`src/rtl/muldiv_pkg.sv`:
```
// muldiv_pkg: shared types and helpers for the HI/LO multiply/divide unit.
// Operand magnitudes go through a MAX_W-wide helper, so WIDTH is capped at 64.
package muldiv_pkg;

  localparam int MAX_W = 64;

  typedef enum logic [2:0] {
    NONE  = 3'd0,
    MULT  = 3'd1,
    MULTU = 3'd2,
    DIV   = 3'd3,
    DIVU  = 3'd4,
    MTHI  = 3'd5,
    MTLO  = 3'd6
  } md_op_t;

  typedef enum logic [1:0] {
    IDLE = 2'd0,
    RUN  = 2'd1,
    FIX  = 2'd2
  } md_state_t;

  function automatic logic [MAX_W-1:0] abs_w(
    input logic [MAX_W-1:0] v,
    input logic             neg
  );
    return neg ? -v : v;
  endfunction

endpackage

```
`src/rtl/muldiv_unit_iter_core.sv`:
```
// md_iter_core: shared WIDTH-cycle shift datapath.
// Multiplies by add-shift or divides by subtract-restore.
module md_iter_core #(
  parameter int WIDTH = 32
) (
  input  logic             clk,
  input  logic             rst_n,
  input  logic             load_i,
  input  logic             en_i,
  input  logic             div_i,
  input  logic [WIDTH-1:0] opa_i,
  input  logic [WIDTH-1:0] opb_i,
  output logic [WIDTH-1:0] acc_o,
  output logic [WIDTH-1:0] ql_o,
  output logic             last_o
);

  localparam int CW = $clog2(WIDTH);

  logic [WIDTH-1:0] acc_q, acc_d;
  logic [WIDTH-1:0] ql_q, ql_d;
  logic [WIDTH-1:0] m_q;
  logic [CW-1:0]    cnt_q;
  logic [WIDTH:0]   sum, sh, df;

  // {acc,ql} is the double-width shift register for both modes
  always_comb begin
    sum   = {1'b0, acc_q} + (ql_q[0] ? {1'b0, m_q} : '0);
    sh    = {acc_q, ql_q[WIDTH-1]};
    df    = sh - {1'b0, m_q};
    acc_d = acc_q;
    ql_d  = ql_q;
    if (div_i) begin
      if (!df[WIDTH]) begin
        acc_d = df[WIDTH-1:0];
        ql_d  = {ql_q[WIDTH-2:0], 1'b1};
      end else begin
        acc_d = sh[WIDTH-1:0];
        ql_d  = {ql_q[WIDTH-2:0], 1'b0};
      end
    end else begin
      acc_d = sum[WIDTH:1];
      ql_d  = {sum[0], ql_q[WIDTH-1:1]};
    end
  end

  always_ff @(posedge clk or negedge rst_n) begin
    if (!rst_n) begin
      acc_q <= '0;
      ql_q  <= '0;
      m_q   <= '0;
      cnt_q <= '0;
    end else if (load_i) begin
      acc_q <= '0;
      ql_q  <= opa_i;
      m_q   <= opb_i;
      cnt_q <= '0;
    end else if (en_i) begin
      acc_q <= acc_d;
      ql_q  <= ql_d;
      cnt_q <= cnt_q + CW'(1);
    end
  end

  assign acc_o  = acc_q;
  assign ql_o   = ql_q;
  assign last_o = (cnt_q == CW'(WIDTH - 1));

endmodule

```
`src/rtl/muldiv_unit.sv`:
```
// muldiv_unit: HI/LO multiply/divide unit beside the EX-stage ALU.
// Iterative MULT/DIV, single-cycle MTHI/MTLO, stall for MFHI/MFLO.
import muldiv_pkg::*;

module muldiv_unit #(
  parameter int WIDTH    = 32,
  parameter bit MUL_ITER = 1'b1
) (
  input  logic             clk,
  input  logic             reset,
  input  logic             start,
  input  md_op_t           op,
  input  logic [WIDTH-1:0] a,
  input  logic [WIDTH-1:0] b,
  input  logic             flush,
  input  logic             rd_req,
  output logic [WIDTH-1:0] hi,
  output logic [WIDTH-1:0] lo,
  output logic             busy,
  output logic             stall
);

  md_state_t state_q, state_d;

  logic [WIDTH-1:0] hi_q, hi_d, lo_q, lo_d;
  logic neg_q, neg_d, rneg_q, rneg_d;
  logic dz_q, dz_d, div_q, div_d;

  logic is_mul, is_div, is_mt, sgn;
  logic sa, sb, iter, accept, last;
  logic [WIDTH-1:0] a_mag, b_mag, acc, ql;
  logic [WIDTH-1:0] q_fix, r_fix;
  logic [2*WIDTH-1:0] p_comb, p_fix;

  assign is_mul = (op == MULT) | (op == MULTU);
  assign is_div = (op == DIV) | (op == DIVU);
  assign is_mt  = (op == MTHI) | (op == MTLO);
  assign sgn    = (op == MULT) | (op == DIV);
  assign sa     = sgn & a[WIDTH-1];
  assign sb     = sgn & b[WIDTH-1];
  assign iter   = is_div | (is_mul & MUL_ITER);

  assign accept = (state_q == IDLE) & start & ~flush
                & (is_mul | is_div | is_mt);

  assign a_mag = WIDTH'(abs_w(MAX_W'(a), sa));
  assign b_mag = WIDTH'(abs_w(MAX_W'(b), sb));

  // Sign-extended operands give the right low 2W bits either way
  assign p_comb = {{WIDTH{sa}}, a} * {{WIDTH{sb}}, b};

  assign p_fix = neg_q ? -{acc, ql} : {acc, ql};
  assign q_fix = dz_q ? '1 : (neg_q ? -ql : ql);
  assign r_fix = rneg_q ? -acc : acc;

  md_iter_core #(
    .WIDTH(WIDTH)
  ) u_core (
    .clk   (clk),
    .rst_n (reset),
    .load_i(accept & iter),
    .en_i  (state_q == RUN),
    .div_i (div_q),
    .opa_i (a_mag),
    .opb_i (b_mag),
    .acc_o (acc),
    .ql_o  (ql),
    .last_o(last)
  );

  always_comb begin
    state_d = state_q;
    hi_d    = hi_q;
    lo_d    = lo_q;
    neg_d   = neg_q;
    rneg_d  = rneg_q;
    dz_d    = dz_q;
    div_d   = div_q;
    unique case (state_q)
      IDLE: begin
        if (accept) begin
          unique case (1'b1)
            op == MTHI: hi_d = a;
            op == MTLO: lo_d = a;
            iter: begin
              state_d = RUN;
              neg_d   = sa ^ sb;
              rneg_d  = sa;
              dz_d    = is_div & (b == '0);
              div_d   = is_div;
            end
            default: {hi_d, lo_d} = p_comb;
          endcase
        end
      end
      RUN: begin
        if (flush) state_d = IDLE;
        else if (last) state_d = FIX;
      end
      FIX: begin
        state_d = IDLE;
        if (!flush) begin
          if (div_q) begin
            hi_d = r_fix;
            lo_d = q_fix;
          end else begin
            {hi_d, lo_d} = p_fix;
          end
        end
      end
      default: state_d = IDLE;
    endcase
  end

  always_ff @(posedge clk or negedge reset) begin
    if (!reset) begin
      state_q <= IDLE;
      hi_q    <= '0;
      lo_q    <= '0;
      neg_q   <= 1'b0;
      rneg_q  <= 1'b0;
      dz_q    <= 1'b0;
      div_q   <= 1'b0;
    end else begin
      state_q <= state_d;
      hi_q    <= hi_d;
      lo_q    <= lo_d;
      neg_q   <= neg_d;
      rneg_q  <= rneg_d;
      dz_q    <= dz_d;
      div_q   <= div_d;
    end
  end

  assign hi    = hi_q;
  assign lo    = lo_q;
  assign busy  = (state_q != IDLE);
  assign stall = busy & (rd_req | start);

endmodule

```
`config.mk`:
```
export PLATFORM = sky130hd
export DESIGN_NAME = muldiv_unit
export DESIGN_NICKNAME = d
export VERILOG_FILES = /design/src/rtl/muldiv_pkg.sv /design/src/rtl/muldiv_unit_iter_core.sv /design/src/rtl/muldiv_unit.sv
export SDC_FILE = /design/constraint.sdc
export NUM_CORES = 2
export LEC_CHECK = 0
export BUFFER_PORTS_ARGS = -buffer_cell sky130_fd_sc_hd__buf_2
export CAP_MARGIN = 20
export CORE_AREA = 8 8 290 292
export CTS_BUF_LIST = sky130_fd_sc_hd__clkbuf_4
export CTS_CLUSTER_SIZE = 10
export DETAILED_ROUTE_END_ITERATION = 7
export DIE_AREA = 0 0 298 300
export GPL_TIMING_DRIVEN = 0
export PLACE_DENSITY = 0.69
export SYNTH_ARGS = -nofsm -noshare
export SYNTH_HDL_FRONTEND = slang
export SYNTH_SLANG_ARGS = --single-unit
```
`constraint.sdc`:
```
create_clock -name clk -period 9.1 [get_ports clk]
set_clock_uncertainty 0.1 [all_clocks]
set_input_delay 0.91 -clock clk [delete_from_list [all_inputs] [get_ports clk]]
set_output_delay 0.91 -clock clk [all_outputs]
set_load 0.05 [all_outputs]
```
# Word level (Yosys, flattened, before mapping)
# Index checks and enable logic that the tools add are counted.
# W data, S select, Z words.
# word_totals
inputBits	72
ff_bits	171
out_inout_bits	66
# classes
n_mul	1
mux	32
add_sub_neg	8
eq_ne	15
reduce_logical	11
n_bitwise	17
# ops
operator	n
$mux W32	19
$pmux W32 S2	4
$neg A32 Y32	4
$mul A33 B33 Y64	1
$mux W64	1
$neg A64 Y64	1
$add A32 B33 Y33	1
$sub A33 B32 Y33	1
$logic_not A32 Y1	1
$mux W5	2
$ne A2 B2 Y1 const B	5
$eq A3 B3 Y1 const B	3
$and A1 B1 Y1	8
$mux W2	4
$reduce_and A4 Y1	2
$or A1 B1 Y1	7
$eq A3 B2 Y1 const B	2
$reduce_and A3 Y1	2
$reduce_bool A2 Y1	3
$add A5 B1 Y5 const B	1
$eq A5 B5 Y1 const B	1
$pmux W2 S2	1
$reduce_or A2 Y1	2
$eq A3 B1 Y1 const B	1
7 further kinds	7

# Longest topological paths before layout
# logic_depth
depth_word	7
ltp_mapped	28

# Hierarchy
# A second synthesis with hierarchy kept.
# unflattened
cells_unflattened	4822
hier_area_um2	40681.5
# modules_own_cells
mod	area_each_um2	cells_each	n_inst
muldiv_unit	32077.0	3741	1
md_iter_core	8604.5	1081	1

# Least setup slack after synthesis
# OpenSTA, ideal clock, no wires.
# synth_timing
path_kind	input to register
from	input b[7]
to	register hi_q[4] (netlist: hi[4])
arrival_time_ps	7550
n_path_buf	2
setup_ps	123
path_stages	24
path_slack_ps	1327
path_cell_list	clkbuf_1 clkbuf_1 nand2_1 fa_1 inv_1 fa_1 fa_1 fa_1 inv_1 fa_1 fa_1 inv_1 fa_1 fa_1 ha_1 a21o_1 a21o_1 a21oi_1 o21ai_0 a221oi_1 a21oi_1 or3_1 a31oi_1 o21ai_1
# synth_between
elab_chain_cells	4
# synth_rtl
element	line_no	text
start, declared	muldiv_unit.sv:14	input logic [WIDTH-1:0] b,
$mul A33 B33 Y64	muldiv_unit.sv:50	assign p_comb = {{WIDTH{sa}}, a} * {{WIDTH{sb}}, b};
$pmux W32 S2	muldiv_unit.sv:82	unique case (1'b1)
$mux W32	muldiv_unit.sv:81	if (accept) begin
$pmux W32 S2	muldiv_unit.sv:79	unique case (state_q)
end signal, assigned	muldiv_unit.sv:126	hi_q <= hi_d;
end, declared	muldiv_unit.sv:25	logic [WIDTH-1:0] hi_q, hi_d, lo_q, lo_d;
# Every way passes these cells. The select of a mux whose other input is x is not followed.
# A chain may end at the register's enable or synchronous reset.

# Worst setup path after layout
# layout_timing
from	input a[31]
to	register hi_q[9] (netlist: hi[9])
# layout_between
elab_chain_cells	5
# layout_rtl
element	line_no	text
start, declared	muldiv_unit.sv:13	input logic [WIDTH-1:0] a,
$and A1 B1 Y1	muldiv_unit.sv:39	assign sa = sgn & a[WIDTH-1];
$mul A33 B33 Y64 (*)	muldiv_unit.sv:50	
$pmux W32 S2 (*)	muldiv_unit.sv:82	
$mux W32 (*)	muldiv_unit.sv:81	
$pmux W32 S2 (*)	muldiv_unit.sv:79	
# Every way passes the cells marked *; elsewhere a longest branch is shown, timed or not. The select of a mux whose other input is x is not followed.

==> results.json <==
{
  "cts_inserted_buffers": 17,
  "iteration_0_drc_markers": 3405,
  "timing.hold.worst.class": "in -> async",
  "grt_max_degree": 116,
  "drv.max_cap_violation_count": 0,
  "yosys.cell_count.top_type": "sky130_fd_sc_hd__inv_1",
  "max_clk_rate_ghz": 0.110,
  "drive_gt1_share_pct": 4.39,
  "areaGrowthSynthToFinish_pct": 5.97,
  "crit_arrival_ns": 9.62,
  "share_of_the_cycle_needed_by_the_critical_path_after_routing_pct": 100,
  "antenna_found_initial": 15,
  "worst_slack_setup_final_ns": -0.000788,
  "failed_checks": "setup timing",
  "synth_simple_gate_area_share_pct": 16.3,
  "tritoncts": "done",
  "synth_sequential_area_ratio_pct": 10.9,
  "report.final.slew_viol_count": 0,
  "synth_top_cell_by_area": "sky130_fd_sc_hd__fa_1",
  "fin_crit_ns": 9.10,
  "synthMuxAreaShare_pct": 1.59,
  "ctsLongestPathBuffers": 2,
  "synth_cell_types": 89,
  "timing.reg2reg.setup_slack_ns": 4.29,
  "cell_area_after_technology_mapping_um2": 39300,
  "post-route-drc-count": 0,
  "kind_of_critical_path": "in -> reg",
  "worst-endpoint-required_ns": 9.62,
  "floorplan.core_area_um2": 79600,
  "status": "finished, violations left",
  "route.detailed.wl_per_inst_um": 24.5,
  "rsz0062_at_grt": "yes",
  "port-buffer-count": 100,
  "crit_fanout": 9,
  "synth_ff_type": "sky130_fd_sc_hd__dfrtp_1",
  "post_cts.repair.setup_buffers": 0,
  "synth_seq_cells": 171,
  "start_util_pct": 49.4,
  "detailedRoute.firstPassIterationCount": 5,
  "cts.htree.levels": 4,
  "clk_pin_slew_ns": 0.16,
  "ctsHoldBuffers": 0,
  "number_of_hold_violations_in_the_final_report": 0,
  "critPathLaunchType": "primary input",
  "holdWs_ns": 0.0324,
  "fp.dieW_um": 298,
  "critPathCaptureType": "flop",
  "synth-adder-area-share_pct": 45.0,
  "clk_sinks": 171,
  "postSynthCellCount": 4632,
  "post_cts_resize_count": 8,
  "final_cells": 5841,
  "gp_routability_congestion": 1.04,
  "std_cell_rows": 104,
  "grtUsageTotal_pct": 31.7,
  "worst_skew_pair.late_latency_ns": 0.68,
  "worst_slew_margin_rel_pct": 18.8,
  "clk_root_buffer_cell": "sky130_fd_sc_hd__clkbuf_4",
  "synthArstFlopShare_pct": 100,
  "synth_xor_xnor_area_share_pct": 4.01,
  "via_count": 33800,
  "largest_family_of_logic_cells_by_synthesized_area": "adder cells",
  "timing.final.setup_violations": 1,
  "die-area_um2": 89400,
  "synth_enable_flop_cells": 0,
  "synth_nets": 5678,
  "drt-total-wl_mm": 143,
  "die_height_um": 300,
  "final_net_count": 5798,
  "placedCellCount": 5800,
  "vias_in_the_first_global_route": 34000,
  "detail_route.vias_per_cell": 5.79,
  "synth_commonest_cells": "819 x sky130_fd_sc_hd__inv_1, 804 x sky130_fd_sc_hd__nand2_1, 734 x sky130_fd_sc_hd__fa_1, 273 x sky130_fd_sc_hd__clkbuf_1, 240 x sky130_fd_sc_hd__ha_1",
  "post_synth_main_area_contributors": "sky130_fd_sc_hd__fa_1 37%, sky130_fd_sc_hd__dfrtp_1 11%, sky130_fd_sc_hd__inv_1 7.8%",
  "tightestPinTransition_ns": 1.22,
  "synthDominantCellAreaShare_pct": 37.4,
  "io_pins": 138,
  "synthesis.yosys.warnings": 0,
  "synth_compound_gate_area_share_pct": 10.9,
  "syn_area_per_cell_um2": 8.49,
  "detail-route-antenna-nets": 0,
  "globalRouteOverflowTotal": 0,
  "first_pass_grt_wire_length_mm": 214,
  "place_hpwl_mm": 120
}
==> layout make-up <==
type                    instances  area (µm²)
fillers                      7642       38000
multi-input cells            3281       30600
flip-flops and latches        171        4280
inverters                     819        3070
plain buffers                 349        1400
well taps                    1060        1330
repair buffers                113         721
clock buffers                  17         128
clock inverters                15         114
diodes                         16        40.0
==> kinds of logic (layout without fill, tap and decap cells) <==
logic type,count (synthesis),after routing
AOI/OAI and AO/OA,662,662
xor gates and xnor gates,180,180
adders and majority gates,974,974
buffers and inverters,1180,1313
DFF,171,171
muxes,62,62
other,0,16
and+or+nand+nor,1403,1403
==> critical path: stages <==
cell                              delay, ns
sky130_fd_sc_hd__clkdlybuf4s15_1       0.82
sky130_fd_sc_hd__nand2_1               0.41
sky130_fd_sc_hd__clkbuf_1              0.46
sky130_fd_sc_hd__nor2_1                0.74
sky130_fd_sc_hd__fa_1                  0.63
sky130_fd_sc_hd__fa_1                  0.63
sky130_fd_sc_hd__fa_1                  0.45
sky130_fd_sc_hd__fa_1                  0.55
sky130_fd_sc_hd__inv_1                 0.05
sky130_fd_sc_hd__fa_1                  0.48
sky130_fd_sc_hd__fa_1                  0.56
sky130_fd_sc_hd__fa_1                  0.43
sky130_fd_sc_hd__fa_1                  0.50
sky130_fd_sc_hd__inv_1                 0.04
sky130_fd_sc_hd__ha_1                  0.26
sky130_fd_sc_hd__a21o_1                0.16
sky130_fd_sc_hd__a21o_1                0.17
sky130_fd_sc_hd__a21oi_1               0.44
sky130_fd_sc_hd__o22ai_1               0.40
sky130_fd_sc_hd__a21oi_1               0.24
sky130_fd_sc_hd__o21ai_0               0.15
sky130_fd_sc_hd__nand2_1               0.11
==> state kept, by name, indices dropped and copies added (netlist names), 2 cells and up <==
register      cells
hi               32
lo               32
state_q           2
u_core.acc_o     32
u_core.cnt_q      5
u_core.m_q       32
u_core.ql_o      32
==> stage by stage <==
stage / util (%) / setup WS [ns] / instance area [µm²] / setup TNS (ns)
2_1_floorplan: - / 1.33 / 39300 / 0
3_3_place_gp: 51.6 / -1.15 / 41100 / -2.81
3_5_place_dp: 51.8 / -1.28 / 41300 / -3.29
4_1_cts: 52.1 / 0.0638 / 41500 / 0
5_1_grt: 52.3 / -0.0252 / 41600 / -0.0252
6_report: 52.3 / -0.000788 / 41600 / -0.000788
==> path summary, 6_finish.rpt <==
kind | startpoint | to | depth (start not counted)
max in group asynchronous | reset | u_core.acc_o[15] | 2
min in group clk | flush | state_q[1] | 2
max reg2reg | u_core.ql_o[0] | u_core.acc_o[29] | 13
max | a[31] | hi[9] | 22
min | reset | u_core.ql_o[20] | 1
min reg2reg | lo[17] | lo[17] | 1
==> layer usage <==
| layer | track usage (%) | wire, µm | vias to the layer above |
|---|---|---|---|
| met2 | 50.9 | 65600 | 1895 |
| met3 | 6.38 | 13800 | 436 |
| met5 | 0 | 38 | - |
| met1 | 39.6 | 53500 | 16900 |
| li1 | - | - | 14600 |
| met4 | 18.9 | 10000 | 6 |
==> placed cells by master (no fill, tap or decap), types with 14 or more instances in the layout <==
cell type and count:
sky130_fd_sc_hd__nor3_1 34, sky130_fd_sc_hd__clkbuf_1 248, sky130_fd_sc_hd__o21ai_1 24, sky130_fd_sc_hd__and2_1 209
sky130_fd_sc_hd__buf_2 104, sky130_fd_sc_hd__nand2b_1 20, sky130_fd_sc_hd__mux2i_1 60, sky130_fd_sc_hd__dfrtp_1 171
sky130_fd_sc_hd__ha_1 240, sky130_fd_sc_hd__clkbuf_4 17, sky130_fd_sc_hd__or3_1 18, sky130_fd_sc_hd__o22ai_1 31
sky130_fd_sc_hd__nor4_1 16, sky130_fd_sc_hd__o211ai_1 32, sky130_fd_sc_hd__diode_2 16, sky130_fd_sc_hd__nand2_1 804
sky130_fd_sc_hd__inv_1 819, sky130_fd_sc_hd__fa_1 734, sky130_fd_sc_hd__o21ai_0 188, sky130_fd_sc_hd__a21o_1 41
sky130_fd_sc_hd__nor2_1 166, sky130_fd_sc_hd__o31ai_1 29, sky130_fd_sc_hd__xor2_1 76, sky130_fd_sc_hd__a211oi_1 14
sky130_fd_sc_hd__a31oi_1 24, sky130_fd_sc_hd__xnor2_1 104, sky130_fd_sc_hd__nand3_1 42, sky130_fd_sc_hd__a22oi_1 27
sky130_fd_sc_hd__a21oi_1 132, sky130_fd_sc_hd__and3_1 15, sky130_fd_sc_hd__buf_1 74
Power is not shown: default switching activity piles up to over one toggle a cycle in this logic, so the estimate is an artifact.
